==> src/rtl/alu_pkg.sv <==
// alu_pkg: shared width, select codes and entry layout for the ALU output stage.
// Optional ALU_OUT_PARITY_EN adds a parity bit to each stored entry.
package alu_pkg;
    localparam int ALU_WIDTH = 4;
    localparam logic [1:0] SEL_IN0 = 2'd0;
    localparam logic [1:0] SEL_IN1 = 2'd1;
    localparam logic [1:0] SEL_IN2 = 2'd2;
    localparam logic [1:0] SEL_IN3 = 2'd3;
    typedef struct packed {
        logic [ALU_WIDTH-1:0] data;
        logic [1:0]           tag;
`ifdef ALU_OUT_PARITY_EN
        logic                 parity;
`endif
    } entry_t;
endpackage

==> src/rtl/alu_out_stage_if.sv <==
// alu_out_stage_if: upstream capture and downstream delivery signals of the output stage.
// Optional ALU_OUT_PARITY_EN adds out_parity.
interface alu_out_stage_if #(parameter int WIDTH = 4, parameter int CNT_W = 8);
    logic             in_valid;
    logic [WIDTH-1:0] in_data;
    logic [1:0]       in_sel;
    logic             in_ready;
    logic             out_valid;
    logic             out_ready;
    logic [WIDTH-1:0] out_data;
    logic [1:0]       out_tag;
    logic             out_zero;
    logic [CNT_W-1:0] out_count;
`ifdef ALU_OUT_PARITY_EN
    logic             out_parity;
    modport master (output in_valid, in_data, in_sel, out_ready,
                    input in_ready, out_valid, out_data, out_tag, out_zero, out_count, out_parity);
    modport slave (input in_valid, in_data, in_sel, out_ready,
                   output in_ready, out_valid, out_data, out_tag, out_zero, out_count, out_parity);
`else
    modport master (output in_valid, in_data, in_sel, out_ready,
                    input in_ready, out_valid, out_data, out_tag, out_zero, out_count);
    modport slave (input in_valid, in_data, in_sel, out_ready,
                   output in_ready, out_valid, out_data, out_tag, out_zero, out_count);
`endif
endinterface

==> src/rtl/alu_out_slot.sv <==
// alu_out_slot: one registered entry with valid flag; load wins over clear.
module alu_out_slot import alu_pkg::*; #(parameter type T = entry_t) (
    input  logic clk,
    input  logic rst_n,
    input  logic ld_i,
    input  logic clr_i,
    input  T     d_i,
    output T     q_o,
    output logic v_o
);
    always_ff @(posedge clk or negedge rst_n) begin
        if (!rst_n) begin
            q_o <= '0;
            v_o <= 1'b0;
        end else if (ld_i) begin
            q_o <= d_i;
            v_o <= 1'b1;
        end else if (clr_i) begin
            q_o <= '0;
            v_o <= 1'b0;
        end
    end
endmodule

==> src/rtl/alu_out_stage.sv <==
// alu_out_stage: 2-entry in-order head/skid buffer after the ALU result mux, with delivery counter.
// Optional ALU_OUT_PARITY_EN stores even parity per entry and drives out_parity.
module alu_out_stage import alu_pkg::*; #(
    parameter int WIDTH = ALU_WIDTH,
    parameter int CNT_W = 8
) (
    input logic            clk,
    input logic            rst_n,
    alu_out_stage_if.slave bus
);
    typedef struct packed {
        logic [WIDTH-1:0] data;
        logic [1:0]       tag;
`ifdef ALU_OUT_PARITY_EN
        logic             parity;
`endif
    } slot_t;
    slot_t            in_e, head_q, skid_q, head_d;
    logic             head_v, skid_v, push, pop, head_ld, skid_ld;
    logic [CNT_W-1:0] cnt_q, cnt_d;
    // Occupancy is 2 exactly when the skid slot is valid, so in_ready comes straight from a flop.
    always_comb begin
        in_e      = '0;
        in_e.data = bus.in_data;
        in_e.tag  = bus.in_sel;
`ifdef ALU_OUT_PARITY_EN
        in_e.parity = ^bus.in_data;
`endif
        push    = bus.in_valid && !skid_v;
        pop     = head_v && bus.out_ready;
        head_ld = (push && (!head_v || pop)) || (pop && skid_v);
        head_d  = skid_v ? skid_q : in_e;
        skid_ld = push && head_v && !pop;
        cnt_d   = pop ? cnt_q + 1'b1 : cnt_q;
    end
    alu_out_slot #(.T(slot_t)) u_head (
        .clk(clk), .rst_n(rst_n), .ld_i(head_ld), .clr_i(pop),
        .d_i(head_d), .q_o(head_q), .v_o(head_v)
    );
    alu_out_slot #(.T(slot_t)) u_skid (
        .clk(clk), .rst_n(rst_n), .ld_i(skid_ld), .clr_i(pop),
        .d_i(in_e), .q_o(skid_q), .v_o(skid_v)
    );
    always_ff @(posedge clk or negedge rst_n) begin
        if (!rst_n) cnt_q <= '0;
        else        cnt_q <= cnt_d;
    end
    assign bus.in_ready  = !skid_v;
    assign bus.out_valid = head_v;
    assign bus.out_data  = head_q.data;
    assign bus.out_tag   = head_q.tag;
    assign bus.out_zero  = head_v && (head_q.data == '0);
    assign bus.out_count = cnt_q;
`ifdef ALU_OUT_PARITY_EN
    assign bus.out_parity = head_v && head_q.parity;
`endif
endmodule

==> src/flat_wrapper.sv <==
// flat-port wrapper written by rule: the top's interface ports become plain ports
module alu_out_stage_flat import alu_pkg::*;
#(
    parameter int WIDTH = ALU_WIDTH,
    parameter int CNT_W = 8
)
  (clk, rst_n, bus_in_valid, bus_in_data, bus_in_sel, bus_out_ready, bus_in_ready, bus_out_valid, bus_out_data, bus_out_tag, bus_out_zero, bus_out_count);
  alu_out_stage_if #(.WIDTH(WIDTH), .CNT_W(CNT_W)) bus_i ();
  input logic clk;
  input logic rst_n;
  input wire logic [$bits(bus_i.in_valid)-1:0] bus_in_valid;
  input wire logic [$bits(bus_i.in_data)-1:0] bus_in_data;
  input wire logic [$bits(bus_i.in_sel)-1:0] bus_in_sel;
  input wire logic [$bits(bus_i.out_ready)-1:0] bus_out_ready;
  output wire logic [$bits(bus_i.in_ready)-1:0] bus_in_ready;
  output wire logic [$bits(bus_i.out_valid)-1:0] bus_out_valid;
  output wire logic [$bits(bus_i.out_data)-1:0] bus_out_data;
  output wire logic [$bits(bus_i.out_tag)-1:0] bus_out_tag;
  output wire logic [$bits(bus_i.out_zero)-1:0] bus_out_zero;
  output wire logic [$bits(bus_i.out_count)-1:0] bus_out_count;
  assign bus_i.in_valid = bus_in_valid;
  assign bus_i.in_data = bus_in_data;
  assign bus_i.in_sel = bus_in_sel;
  assign bus_i.out_ready = bus_out_ready;
  assign bus_in_ready = bus_i.in_ready;
  assign bus_out_valid = bus_i.out_valid;
  assign bus_out_data = bus_i.out_data;
  assign bus_out_tag = bus_i.out_tag;
  assign bus_out_zero = bus_i.out_zero;
  assign bus_out_count = bus_i.out_count;
  alu_out_stage #(.WIDTH(WIDTH), .CNT_W(CNT_W)) u_core (.clk(clk), .rst_n(rst_n), .bus(bus_i));
endmodule
==> config.mk <==
export PLATFORM = sky130hd
export DESIGN_NAME = alu_out_stage_flat
export DESIGN_NICKNAME = d
export VERILOG_FILES = /design/src/rtl/alu_pkg.sv /design/src/rtl/alu_out_stage_if.sv /design/src/rtl/alu_out_slot.sv /design/src/rtl/alu_out_stage.sv /design/src/flat_wrapper.sv
export SDC_FILE = /design/constraint.sdc
export NUM_CORES = 1
export LEC_CHECK = 0
export ABC_AREA = 1
export ABC_CLOCK_PERIOD_IN_PS = 2300
export CORE_ASPECT_RATIO = 0.7
export CORE_UTILIZATION = 30
export CTS_CLUSTER_SIZE = 25
export DETAILED_ROUTE_END_ITERATION = 10
export DONT_BUFFER_PORTS = 1
export SYNTH_ARGS = -nofsm -noshare
export SYNTH_HDL_FRONTEND = slang
export SYNTH_SLANG_ARGS = --single-unit
==> constraint.sdc <==
create_clock -name clk -period 2.3 [get_ports clk]
set_clock_uncertainty 0.2 [all_clocks]
set_input_delay 0.69 -clock clk [delete_from_list [all_inputs] [get_ports clk]]
set_output_delay 0.69 -clock clk [all_outputs]
set_load 0.02 [all_outputs]
==> flow_summary.ini, run 1 <==
[routing]
drt.antenna.violating_nets = 0
vias_per_cell = 4.55
first_pass_iters = 4
route.detailed.drc = 0
route.vias.total = 800
wire_per_inst_um = 12.4
first_iter_violations = 65
routed_wl_um = 2180

[finish]
final_common_cell = nand2_1
fin_nets = 142
area_delta_synth_final_pct = 10.9
drive_gt1_share_pct = 10.1
layout_common_cells = nand2_1, nand3_1, dfrtp_1
utilization_pct = 35.9
nFillCells = 359
diodes = 0

[critical_path]
crit_start = u_core.u_head.q_o[5]$_DFFE_PN0P_
crit_chain = nor3_1, nor3b_1, buf_4
cp_data_required_time_ps = 1410
endpoint_kind = output port
cp_slowest_cell = dfrtp_1
start_kind = flip-flop
critPathKind = flip-flop to output port
worstPathArrival_ps = 1290
path_max_fanout = 3
reg2regPathDepth = 6
rr_startpoint = u_core.bus.out_count[0]$_DFFE_PN0P_
r2r-end = u_core.bus.out_count[6]$_DFFE_PN0P_
max_stage_delay_ps = 470
reg2reg_slack_ps = 800

[synthesis]
avgSynthCellArea_um2 = 8.37
synth_top_area_share_pct = 52.6
ys_warn_count = 0
yosysTopAreaCell = dfrtp_1
synth.cell_area_um2 = 1050
synth_area_leaders = dfrtp_1, nand2_1, nand3_1
synth_seq_cells = 22
syn_nets = 136
synthCells = 125
yosysSeqAreaShare_pct = 52.6
ys_types = 21

[sta]
setup_ws_ps = 119
setup_viol = 0
rsz0062_at_grt = no
holdWs_ps = 320
maxSlewViolCount = 0
post-route-min-period_ps = 2180
max_freq_mhz = 459
final.setup.tns_ps = 0
timing.slew.headroom_pct = 36.1
final_min_period_over_clock_period_pct = 94.8
finalHoldViolCount = 0
worst_pin_slew_ps = 955

[placement]
io_buffers = 0
hpwl_um = 1620
place.gp.congestion = 0.707
dpl_worst_slack_ps = 380

[floorplan]
num_rows = 17
pin_count = 27
die-width_um = 72.6
fp.coreArea_um2 = 3230
fp.dieH_um = 51.4
die-area_um2 = 3730
initial_core_util_pct = 32.4

[global_routing]
grt_pass1_wl_um = 3360
grt_overflow_total = 0
antenna_found_initial = 0
grt_pass1_vias = 664
grt_max_degree = 23
grt_usage_pct = 12.4

[clock_tree]
clk_path_buf_depth = 2
cts_buffers = 3
htree_num_levels = 1
cts_setup_buffers = 0
cts-root-buf = clkbuf_8
clkLatencyLatePin_ps = 260
clkTransAtPathRegs_ps = 70
numClockSinks = 22
cts_tree = built

[outcome]
status = finished, final reports clean

[min_path]
worstHoldPathType = flip-flop to flip-flop
min_to = u_core.u_skid.q_o[4]$_DFFE_PN0P_
hp-start = u_core.u_skid.q_o[4]$_DFFE_PN0P_
holdPathStages = 2

[pwr]
total_power_w = 0.00152
power_density_nw_per_um2 = 1310
p_leak_nw = 0.586
ir_worst_vdd_mv = 0.347

[job]
cap_violations = 0
[cell type report]
type                            count  area [µm²]  area share (%)
Clock buffer                        3        41.3            3.56
Inverter                           17        63.8            5.50
Multi-Input combinational cell     84         419            36.1
Sequential cell                    22         552            47.6
Tap cell                           47        58.8            5.07
Timing Repair Buffer                3        25.0            2.16
[routing by layer]
metal / part of all wire, % / GRT usage [%] / wire length (µm) / vias to the layer above
met5: 0 / 0 / 0 / -
met4: 0.46 / 2.61 / 10 / 0
met3: 7.9 / 6.90 / 171 / 2
met2: 38 / 13.4 / 834 / 24
met1: 53 / 19.8 / 1160 / 362
li1: - / - / - / 412
[critical path, delay by kind of cell, from the launching register on]
family | cells | cell delay (ps)
buf+inv | 1 | 170
flops | 1 | 470
simple gates | 2 | 400
[kinds of logic after synthesis]
kind of cell | share of synthesized area (%)
XOR/XNOR | 3.35
AND/OR/NAND/NOR | 28.5
AO/OA/AOI/OAI | 7.06
adder cells (fa/ha/maj) | 1.20
buffers and inverters | 7.30
flip-flops | 52.6
[timing repair]
item	in CTS	in global routing
gates resized for setup	0	1
endpoints found under the hold margin	22	0
hold buffers	1	0
setup endpoints to repair	0	1
[state kept, by name, indices dropped and copies added, names as in the netlist]
name,cells
u_core.bus.out_count,8
u_core.u_head.q_o,6
u_core.u_skid.q_o,6
u_core.u_head.v_o,1
u_core.u_skid.v_o,1
[synthesized netlist by cell type]
cell type / instances
o21ai_2: 1
nor2_2: 3
nand3_1: 22
dfrtp_1: 22
inv_2: 1
nor2_1: 2
nand3b_1: 1
ha_1: 1
nand2_2: 1
o21ai_1: 6
o21ai_0: 6
a21oi_1: 1
nor3b_1: 1
nor3_1: 1
inv_1: 16
buf_4: 1
nand2_1: 33
nand2_4: 1
buf_2: 1
xor2_1: 2
xnor2_1: 2
[where the power goes]
part	internal (W)	leakage, nW	total, W	switching (W)
registers	0.000536	0.275	0.000817	0.000281
logic	0.000172	0.289	0.000471	0.000299
clock network	0.000117	0.0216	0.000234	0.000118
[through the flow]
stage	cell area (µm²)	instances
floorplan	1050	125
global placement	1110	172
detailed placement	1110	172
CTS	1160	176
global route	1160	176
finish	1160	176
[worst max path at each step]
stage | end | slack, ps | cells past startpoint
floorplan | bus_out_zero | 140 | 3
global placement | bus_out_zero | 410 | 3
finish | bus_out_zero | 120 | 3
CTS | bus_out_zero | 80 | 3
detailed placement | bus_out_zero | 380 | 3
global route | bus_out_zero | 20 | 3
Power figures use the tool's default switching activity.
==> run 2: changes to the inputs <==
--- a/config.mk
+++ b/config.mk
@@ -8,7 +8,7 @@
 export ABC_AREA = 1
 export ABC_CLOCK_PERIOD_IN_PS = 2300
 export CORE_ASPECT_RATIO = 0.7
-export CORE_UTILIZATION = 30
+export CORE_UTILIZATION = 41
 export CTS_CLUSTER_SIZE = 25
 export DETAILED_ROUTE_END_ITERATION = 10
 export DONT_BUFFER_PORTS = 1
==> run 2 against run 1 <==
  * Critical path depth unchanged
  * Fmax is essentially flat
  * Total power is 4.3% higher
  * Via count shrank 1.3%
  * Flip-flop and latch count unchanged
  * Sequential share of layout area about the same
  * Critical endpoint unchanged
  * Largest power group unchanged
==> flow_summary.ini, run 2 (synthesis gave the netlist of run 1 again) <==
[clock_tree]
cts_buffers = 3
numClockSinks = 22
cts_tree = built
clk_path_buf_depth = 2
cts-root-buf = clkbuf_4
htree_num_levels = 1
clkLatencyLatePin_ps = 310
clkTransAtPathRegs_ps = 120

[critical_path]
crit_chain = nor3_2, nor3b_2, buf_4
worstPathArrival_ps = 1290
endpoint_kind = output port
rr_startpoint = u_core.bus.out_count[0]$_DFFE_PN0P_
crit_start = u_core.u_head.q_o[3]$_DFFE_PN0P_
max_stage_delay_ps = 490
start_kind = flip-flop
cp_data_required_time_ps = 1410
cp_slowest_cell = dfrtp_2
path_max_fanout = 3
critPathKind = flip-flop to output port

[routing]
drt.antenna.violating_nets = 0
vias_per_cell = 4.88
route.detailed.drc = 0
wire_per_inst_um = 12.7
route.vias.total = 790
first_pass_iters = 4
routed_wl_um = 2060
first_iter_violations = 66

[sta]
setup_viol = 0
rsz0062_at_grt = no
post-route-min-period_ps = 2180
finalHoldViolCount = 0
worst_pin_slew_ps = 966
final_min_period_over_clock_period_pct = 94.8
holdWs_ps = 330
maxSlewViolCount = 0
max_freq_mhz = 459
final.setup.tns_ps = 0
timing.slew.headroom_pct = 35.4

[global_routing]
grt.busiest_layer = met2
grt_pass1_vias = 772
grt_max_degree = 23
antenna_found_initial = 0
met2_usage_pct = 25.5
grt_pass1_wl_um = 3570
grt_use_met3_pct = 7.22
grtUsageMet1_pct = 24.0
grt_usage_pct = 17.5
grt_overflow_total = 0

[floorplan]
die-width_um = 62.4
num_rows = 14
fp.coreArea_um2 = 2280
die-area_um2 = 2760
initial_core_util_pct = 45.9
fp.dieH_um = 44.3
pin_count = 27

[outcome]
status = finished, final reports clean

[placement]
io_buffers = 0
hpwl_um = 1550
place.gp.congestion = 0.768
placed_cell_area_um2 = 1090

[min_path]
worstHoldPathType = input port to flip-flop
hp-start = bus_in_sel[0]

[finish]
final_common_cell = nand2_1
fin_nets = 142
diodes = 0
layout_common_cells = nand2_1, nand3_1, dfrtp_1
drive_gt1_share_pct = 13.1
largest_register_ffs = 8
final_area_um2 = 1160
nFillCells = 227
area_delta_synth_final_pct = 11.2

[job]
cap_violations = 0

[pwr]
p_leak_nw = 0.596
ir_worst_vdd_mv = 0.474
power_density_nw_per_um2 = 1360
run 2: changes by cell type in the layout (fill, tap and decap cells not counted), sizes merged:
| cell | change |
|---|---|
| bufinv | +1 |
run 2: area by class of cell:
type	instances	area, µm²	area share, %
sequential	22	553	47.5
multi-input combinational	84	429	36.9
inverter	17	63.8	5.48
tap	32	40.0	3.44
clock inverter	1	30.0	2.58
timing repair buffer	3	25.0	2.15
clock buffer	3	22.5	1.94
run 2: critical path: cells and delay by family (launching register included):
| family | cells | cell delay, ps |
|---|---|---|
| buffers and inverters | 1 | 160 |
| flip-flops | 1 | 490 |
| AND/OR/NAND/NOR | 2 | 340 |
run 2: repair_timing:
action | CTS | global route
endpoints found under the setup margin | 1 | 1
resized for setup | 1 | 3
hold buffers | 1 | 0
hold endpoints to repair | 22 | 0
setup buffers | 0 | 0
run 2: per-stage QoR:
stage                     total power, W  instances  util (%)  setup WS [ps]
after floorplan                  0.00116        125         -            143
after global placement           0.00126        157      47.8            417
after detailed placement         0.00129        157      47.8            369
after CTS                        0.00159        162      50.6           2.57
after global routing             0.00172        162      51.1           23.2
final                            0.00159        162      51.1            120
run 2: layer usage:
metal	routed length, µm	share of wire (%)
met5	0	0
met3	149	7.2
met1	1060	52
met2	831	40
met4	18	0.87
run 2: final timing paths:
kind,slack (ps),cells after the start,to
min in group asynchronous,770,1,u_core.u_head.q_o[3]$_DFFE_PN0P_
worst max-delay path,120,3,bus_out_zero
max in group asynchronous,490,1,u_core.u_head.q_o[5]$_DFFE_PN0P_
worst min-delay path,330,2,u_core.u_skid.q_o[0]$_DFFE_PN0P_
worst max register to register,770,6,u_core.bus.out_count[6]$_DFFE_PN0P_
worst min register to register,330,2,u_core.u_skid.q_o[0]$_DFFE_PN0P_
run 2: power by group:
group	switching, W	internal (W)	leakage [nW]
sequential	0.000288	0.000536	0.274
clock	0.000115	0.000176	0.0279
combinational	0.000294	0.000179	0.294
